==> src/rtl/rpsc_on_sequencer.sv <==
`default_nettype none
// +--------------------------------------------------------------------------+
// | rpsc_on_sequencer: FAN -> CA -> G1 -> ANODE power sequencer with ON       |
// | timeouts, inter-stage dwell, reverse shutdown and trapped faults.         |
// | Rev 1.0                                                                   |
// +--------------------------------------------------------------------------+
module rpsc_on_sequencer #(
  parameter int TIMEOUT_CYC = 1000,
  parameter int DWELL_CYC   = 100,
  parameter int CNT_W       = 16
) (
  input  logic       clk_i,
  input  logic       reset_i,
  input  logic       start_i,
  input  logic       stop_i,
  input  logic       clear_i,
  input  logic [3:0] perm_i,
  input  logic [3:0] on_fb_i,
  output logic [3:0] cmd_o,
  output logic       busy_o,
  output logic       all_on_o,
  output logic       fault_o,
  output logic [1:0] fault_stage_o,
  output logic [1:0] fault_code_o
);

  typedef enum logic [2:0] {
    ST_IDLE     = 3'd0,
    ST_RAMP     = 3'd1,
    ST_DWELL    = 3'd2,
    ST_RUN      = 3'd3,
    ST_SHUTDOWN = 3'd4,
    ST_FAULT    = 3'd5
  } state_t;

  localparam logic [CNT_W-1:0] TO_LAST  = CNT_W'(TIMEOUT_CYC - 1);
  localparam logic [CNT_W-1:0] DW_LAST  = CNT_W'(DWELL_CYC - 1);
  localparam logic [CNT_W-1:0] CNT_MAX  = {CNT_W{1'b1}};
  localparam logic [1:0] CODE_TIMEOUT   = 2'd0;
  localparam logic [1:0] CODE_PERM      = 2'd1;
  localparam logic [1:0] CODE_FB        = 2'd2;

  state_t           state_q, state_d;
  logic [1:0]       k_q, k_d;
  logic [CNT_W-1:0] cnt_q, cnt_d;
  logic [3:0]       cmd_q, cmd_d;
  logic             busy_q, busy_d;
  logic             all_on_q, all_on_d;
  logic             fault_q, fault_d;
  logic [1:0]       fstage_q, fstage_d;
  logic [1:0]       fcode_q, fcode_d;

  logic [3:0] conf;
  logic [3:0] perm_bad;
  logic [3:0] fb_bad;
  logic       sup_fault;
  logic [1:0] sup_stage;
  logic [1:0] sup_code;
  logic [1:0] k_nx;
  logic       dwell_done;
  logic       trap;
  logic [1:0] trap_stage;
  logic [1:0] trap_code;
  logic       go_down;
  logic       step_clr;

  assign k_nx       = k_q + 2'd1;
  assign dwell_done = (cnt_q == DW_LAST);

  // Stages whose ON feedback is already confirmed and must stay asserted.
  always_comb begin
    conf = '0;
    for (int j = 0; j < 4; j++) begin
      case (state_q)
        ST_RAMP:          conf[j] = (2'(j) < k_q);
        ST_DWELL, ST_RUN: conf[j] = (2'(j) <= k_q);
        ST_SHUTDOWN:      conf[j] = cmd_q[j];
        default:          conf[j] = 1'b0;
      endcase
    end
  end

  assign perm_bad = cmd_q & ~perm_i;
  assign fb_bad   = conf & ~on_fb_i;

  always_comb begin
    sup_fault = |(perm_bad | fb_bad);
    sup_stage = '0;
    sup_code  = CODE_TIMEOUT;
    for (int j = 3; j >= 0; j--) begin
      if (perm_bad[j] || fb_bad[j]) begin
        sup_stage = 2'(j);
        sup_code  = perm_bad[j] ? CODE_PERM : CODE_FB;
      end
    end
  end

  always_comb begin
    state_d    = state_q;
    k_d        = k_q;
    cmd_d      = cmd_q;
    fault_d    = fault_q;
    fstage_d   = fstage_q;
    fcode_d    = fcode_q;
    trap       = 1'b0;
    trap_stage = '0;
    trap_code  = CODE_TIMEOUT;
    go_down    = 1'b0;
    step_clr   = 1'b0;

    case (state_q)
      ST_IDLE: begin
        if (start_i && !stop_i && perm_i[0]) begin
          state_d = ST_RAMP;
          k_d     = 2'd0;
          cmd_d   = 4'b0001;
        end
      end
      ST_RAMP: begin
        if (sup_fault) begin
          trap = 1'b1; trap_stage = sup_stage; trap_code = sup_code;
        end else if (!on_fb_i[k_q] && cnt_q == TO_LAST) begin
          trap = 1'b1; trap_stage = k_q; trap_code = CODE_TIMEOUT;
        end else if (stop_i) begin
          go_down = 1'b1;
        end else if (on_fb_i[k_q]) begin
          state_d = ST_DWELL;
        end
      end
      ST_DWELL: begin
        if (sup_fault) begin
          trap = 1'b1; trap_stage = sup_stage; trap_code = sup_code;
        end else if (dwell_done && k_q != 2'd3 && !perm_i[k_nx]) begin
          trap = 1'b1; trap_stage = k_nx; trap_code = CODE_PERM;
        end else if (stop_i) begin
          go_down = 1'b1;
        end else if (dwell_done) begin
          if (k_q == 2'd3) begin
            state_d = ST_RUN;
          end else begin
            state_d     = ST_RAMP;
            k_d         = k_nx;
            cmd_d[k_nx] = 1'b1;
          end
        end
      end
      ST_RUN: begin
        if (sup_fault) begin
          trap = 1'b1; trap_stage = sup_stage; trap_code = sup_code;
        end else if (stop_i) begin
          go_down = 1'b1;
        end
      end
      ST_SHUTDOWN: begin
        if (sup_fault) begin
          trap = 1'b1; trap_stage = sup_stage; trap_code = sup_code;
        end else if (dwell_done) begin
          cmd_d[k_q] = 1'b0;
          step_clr   = 1'b1;
          if (k_q == 2'd0) state_d = ST_IDLE;
          else             k_d     = k_q - 2'd1;
        end
      end
      ST_FAULT: begin
        if (clear_i) begin
          state_d  = ST_IDLE;
          fault_d  = 1'b0;
          fstage_d = '0;
          fcode_d  = '0;
        end
      end
      default: state_d = ST_IDLE;
    endcase

    // k always names the highest commanded stage, so that is the bit to drop.
    if (go_down) begin
      cmd_d[k_q] = 1'b0;
      if (k_q == 2'd0) begin
        state_d = ST_IDLE;
      end else begin
        state_d = ST_SHUTDOWN;
        k_d     = k_q - 2'd1;
      end
    end

    if (trap) begin
      state_d  = ST_FAULT;
      k_d      = '0;
      cmd_d    = '0;
      fault_d  = 1'b1;
      fstage_d = trap_stage;
      fcode_d  = trap_code;
    end

    busy_d   = (state_d == ST_RAMP) || (state_d == ST_DWELL) || (state_d == ST_SHUTDOWN);
    all_on_d = (state_d == ST_RUN);

    if (state_d != state_q || step_clr)
      cnt_d = '0;
    else if (busy_d)
      cnt_d = (cnt_q == CNT_MAX) ? cnt_q : cnt_q + CNT_W'(1);
    else
      cnt_d = '0;
  end

  always_ff @(posedge clk_i) begin
    if (reset_i) begin
      state_q  <= ST_IDLE;
      k_q      <= '0;
      cnt_q    <= '0;
      cmd_q    <= '0;
      busy_q   <= 1'b0;
      all_on_q <= 1'b0;
      fault_q  <= 1'b0;
      fstage_q <= '0;
      fcode_q  <= '0;
    end else begin
      state_q  <= state_d;
      k_q      <= k_d;
      cnt_q    <= cnt_d;
      cmd_q    <= cmd_d;
      busy_q   <= busy_d;
      all_on_q <= all_on_d;
      fault_q  <= fault_d;
      fstage_q <= fstage_d;
      fcode_q  <= fcode_d;
    end
  end

  assign cmd_o         = cmd_q;
  assign busy_o        = busy_q;
  assign all_on_o      = all_on_q;
  assign fault_o       = fault_q;
  assign fault_stage_o = fstage_q;
  assign fault_code_o  = fcode_q;

endmodule
`default_nettype wire
==> config.mk <==
export PLATFORM = sky130hd
export DESIGN_NAME = rpsc_on_sequencer
export DESIGN_NICKNAME = d
export VERILOG_FILES = /design/src/rtl/rpsc_on_sequencer.sv
export SDC_FILE = /design/constraint.sdc
export NUM_CORES = 1
export LEC_CHECK = 0
export CORE_ASPECT_RATIO = 0.8
export CORE_MARGIN = 2
export CORE_UTILIZATION = 45
export CTS_BUF_LIST = sky130_fd_sc_hd__clkbuf_16
export DETAILED_ROUTE_END_ITERATION = 7
export DONT_BUFFER_PORTS = 1
export PLACE_DENSITY = 0.67
export SLEW_MARGIN = 20
export SYNTH_ARGS = -nofsm -noshare
export SYNTH_HDL_FRONTEND = slang
export SYNTH_SLANG_ARGS = --single-unit
==> constraint.sdc <==
create_clock -name clk_i -period 5.3 [get_ports clk_i]
set_input_delay 0.795 -clock clk_i [delete_from_list [all_inputs] [get_ports clk_i]]
set_output_delay 0.795 -clock clk_i [all_outputs]
set_load 0.05 [all_outputs]
==> summary.md <==
| Metric | Value |
|---|---|
| Status | `completed` |
| Tmin final | `between 4 and 5 ns` |
| Die width | `89.5 um` |
| Post-synthesis register bit count | `32` |
| Main flop type after synthesis | `dfxtp_1` |
| Syn-to-layout area delta | `6.41%` |
| Hold Vio Cnt, Final | `0` |
| Sink Count | `32` |
| Io pins | `24` |
| ANT cells | `0` |
| Multi-input combinational cell area | `1840 um^2` |
| Gpl congestion | `a little over 0.9` |
| HP Class | `reg -> reg` |
| Slew headroom | `47.6%` |
| Worst Skew | `0.00475 ns` |
| Fmax | `220 MHz` |
| Initial drt markers | `330` |
| Nets | `334` |
| Layout cells sized above 1 | `14.3%` |
| Worst R2R Setup Slack | `between 0.7 and 0.8 ns` |
| Asr flop ratio synth | `0%` |
| Placed Area | `2640 um^2` |
| Initial Util | `between 40% and 50%` |
| Vias per inst | `around 6.2` |
| Detailed-route DRC error count | `0` |
| Fin cells | `between 300 and 400` |
| First-pass GRT wire length | `11000 um` |
| Max-cap viol count | `0` |
| Design Area, Final | `2800 um^2` |
| RSZ-0062 raised after global routing | `false` |
| Startpoint Class | `flip-flop` |
| Crit path kind | `reg -> reg` |
| Final Hold Slack | `0.567 ns` |
| Pin count of the biggest net entering global routing | `23` |
| CTS Buf Count | `5` |
| CP required | `5.45 ns` |
| Port Buf Inserts | `0` |
| Core Box Area | `5560 um^2` |
| Max Root-Sink Buffers | `2` |
| Die footprint | `roughly 6500 um^2` |
| Die height | `72.4 um` |
| GRT Util Overall | `21.5%` |
| Hold Buf Count CTS | `0` |
| Pwr per Cell Area | `234 nW/um^2` |
| Clk root buf | `clkbuf_16` |
| # H-tree levels | `2` |
| Total negative slack | `0 ns` |
| Post-CTS setup buffer count | `0` |
| FP Rows | `24` |
| Routed Wire Length | `6630 um` |
| Post-synth EDFFs | `0` |
| Seq/Total Area, Yosys | `24.3%` |
| Routed WL per cell | `16.9 um` |
| DP Cell Count | `384` |
| Worst Path Max Fanout | `17` |
| Pre-CTS WS | `slightly below 0.9 ns` |
| Fill count | `526` |
| Slew Viols, Final | `0` |
| Yosys warning count | `0` |
| Vias in the first global route | `2196` |
| # setup viols final | `0` |
| Avg Inst Size Synth | `8.18 um^2` |
| Clk_lat worst skew | `0.28 ns` |
| Resize count post-CTS | `0` |
| Final Cycle Share | `85.8%` |
| Register area | `641 um^2` |
| Drt first pass iters | `5` |
| Synthesized area | `between 2000 and 3000 um^2` |
| Synth unique cells | `73` |
| Leakage | `0.919 nW` |
| Final antenna-violating net count | `0` |
| Final WS setup | `around 0.75 ns` |
| CP arrival | `4.70 ns` |
| Critical Path Sink Type | `flip-flop` |
| Clock-pin slew on the worst setup and hold paths | `0.05 ns` |
| Worst Tran Pin Value | `0.785 ns` |
| Peak VDD IR | `roughly 0.14 mV` |
| GR Overflow Total | `0` |
| Via count | `2429` |
| Cells after Synth | `322` |
| TritonCTS clock tree | `yes` |
| DPL Wire Length | `between 4000 and 5000 um` |
| Syn Nets | `about 340` |
| Initial antenna violation count | `0` |
## metal layers
layer | up-vias | GRT usage, % | routed length (um)
met5 | - | 0 | 0
met4 | 0 | 4.31 | 44
met3 | 8 | 5.35 | 601
met2 | 115 | 29.1 | 2700
met1 | 1128 | 34.0 | 3280
li1 | 1178 | - | -
## cells in the mapped netlist, drive strengths merged, types with 2 or more instances
| master | number | area [um^2] |
|---|---|---|
| a2111oi | 2 | 36.3 |
| a211oi | 7 | 70.1 |
| a21oi | 23 | 115 |
| a221oi | 4 | 58.8 |
| a22oi | 2 | 15.0 |
| a31o | 2 | 17.5 |
| a31oi | 4 | 25.0 |
| a32oi | 2 | 17.5 |
| and2 | 4 | 25.0 |
| and3 | 3 | 18.8 |
| and4 | 4 | 35.0 |
| buf | 10 | 85.1 |
| clkbuf | 10 | 37.5 |
| dfxtp | 32 | 641 |
| ha | 8 | 100 |
| inv | 8 | 30.0 |
| mux2 | 2 | 22.5 |
| mux2i | 2 | 20.0 |
| nand2 | 27 | 101 |
| nand2b | 5 | 31.3 |
| nand3 | 18 | 108 |
| nand3b | 2 | 15.0 |
| nand4 | 5 | 31.3 |
| nand4b | 2 | 17.5 |
| nor2 | 35 | 131 |
| nor2b | 12 | 75.1 |
| nor3 | 21 | 150 |
| nor3b | 5 | 53.8 |
| nor4 | 5 | 73.8 |
| nor4bb | 4 | 40.0 |
| o211a | 2 | 20.0 |
| o211ai | 2 | 15.0 |
| o21ai | 11 | 55.1 |
| o22ai | 3 | 25.0 |
| o31a | 3 | 27.5 |
| o31ai | 4 | 30.0 |
| o32ai | 2 | 17.5 |
| or2 | 3 | 18.8 |
| xnor2 | 3 | 26.3 |
| xor2 | 6 | 52.6 |
## flip-flops by register name (all words and copies together) (netlist names)
name and cells:
cnt_q 16, cmd_o 4, state_q 3, fault_code_o 2, fault_stage_o 2, k_q 2
all_on_o 1, busy_o 1, fault_o 1
## final cells by class
cell class | count | area share [%]
Sequential cell | 32 | 22.9
Timing Repair Buffer | 4 | 1.07
Multi-Input combinational cell | 262 | 65.7
Clock buffer | 5 | 4.46
Inverter | 8 | 1.07
Tap cell | 78 | 3.48
Clock inverter | 3 | 1.38
## cell usage in the layout (no fill, tap or decap), drive strengths merged, types with 4 or more instances in the layout
master   n
inv      9
ha       8
a221oi   4
nor4bb   4
nor2    35
and4     4
clkbuf   5
and2     4
nor3    21
nor2b   12
nand4    5
buf      4
nor3b    5
dfxtp   32
o31ai    4
a21oi   23
xor2     6
nand2b   5
nor4     5
a31oi    4
o21ai   11
nand2   27
nand3   18
a211oi   7
## path summary, 6_finish.rpt
| kind | end | from | cells past startpoint |
|---|---|---|---|
| max | cnt_q[4]$_SDFFE_PP0P_ | k_q[0]$_SDFF_PP0_ | 12 |
| min | cnt_q[6]$_SDFFE_PP0P_ | cnt_q[6]$_SDFFE_PP0P_ | 2 |
| max reg2reg | cnt_q[4]$_SDFFE_PP0P_ | k_q[0]$_SDFF_PP0_ | 12 |
| min reg2reg | cnt_q[6]$_SDFFE_PP0P_ | cnt_q[6]$_SDFFE_PP0P_ | 2 |
## logic make-up (layout without fill, tap and decap cells)
group                    Yosys count  after routing  share of synthesized area, %
buffers and inverters             28             20                          5.80
adder cells (fa/ha/maj)            9              9                          4.18
AND/OR/NAND/NOR                  160            160                          37.1
XOR/XNOR                           9              9                          2.99
AO/OA/AOI/OAI                     79             79                          23.1
multiplexers                       5              5                          2.47
flip-flops                        32             32                          24.3
## metrics by stage
step           utilization, %  total power [mW]
3_3_place_gp             47.5             0.338
5_1_grt                  50.5             0.680
4_1_cts                  50.5             0.664
3_5_place_dp             47.5             0.338
2_1_floorplan               -             0.331
6_report                 50.5             0.656
## worst max-delay path, stage by stage, from the launching register on
cell	delay, ns
dfxtp_1	0.67
inv_1	0.23
ha_1	0.38
mux4_2	0.50
nor2_1	0.44
nand2_1	0.15
nor2_1	0.26
o31a_1	0.38
or2_0	0.61
nor3b_4	0.11
a221oi_4	0.26
buf_4	0.31
nor3_1	0.10
## power breakdown
group / internal [mW] / switching, mW / leakage (nW) / total [mW]
Clock: 0.219 / 0.103 / 0.0850 / 0.322
Sequential: 0.245 / 0.0157 / 0.258 / 0.260
Combinational: 0.0257 / 0.0483 / 0.576 / 0.0740
Note: power is estimated with default switching activity, not from simulation.
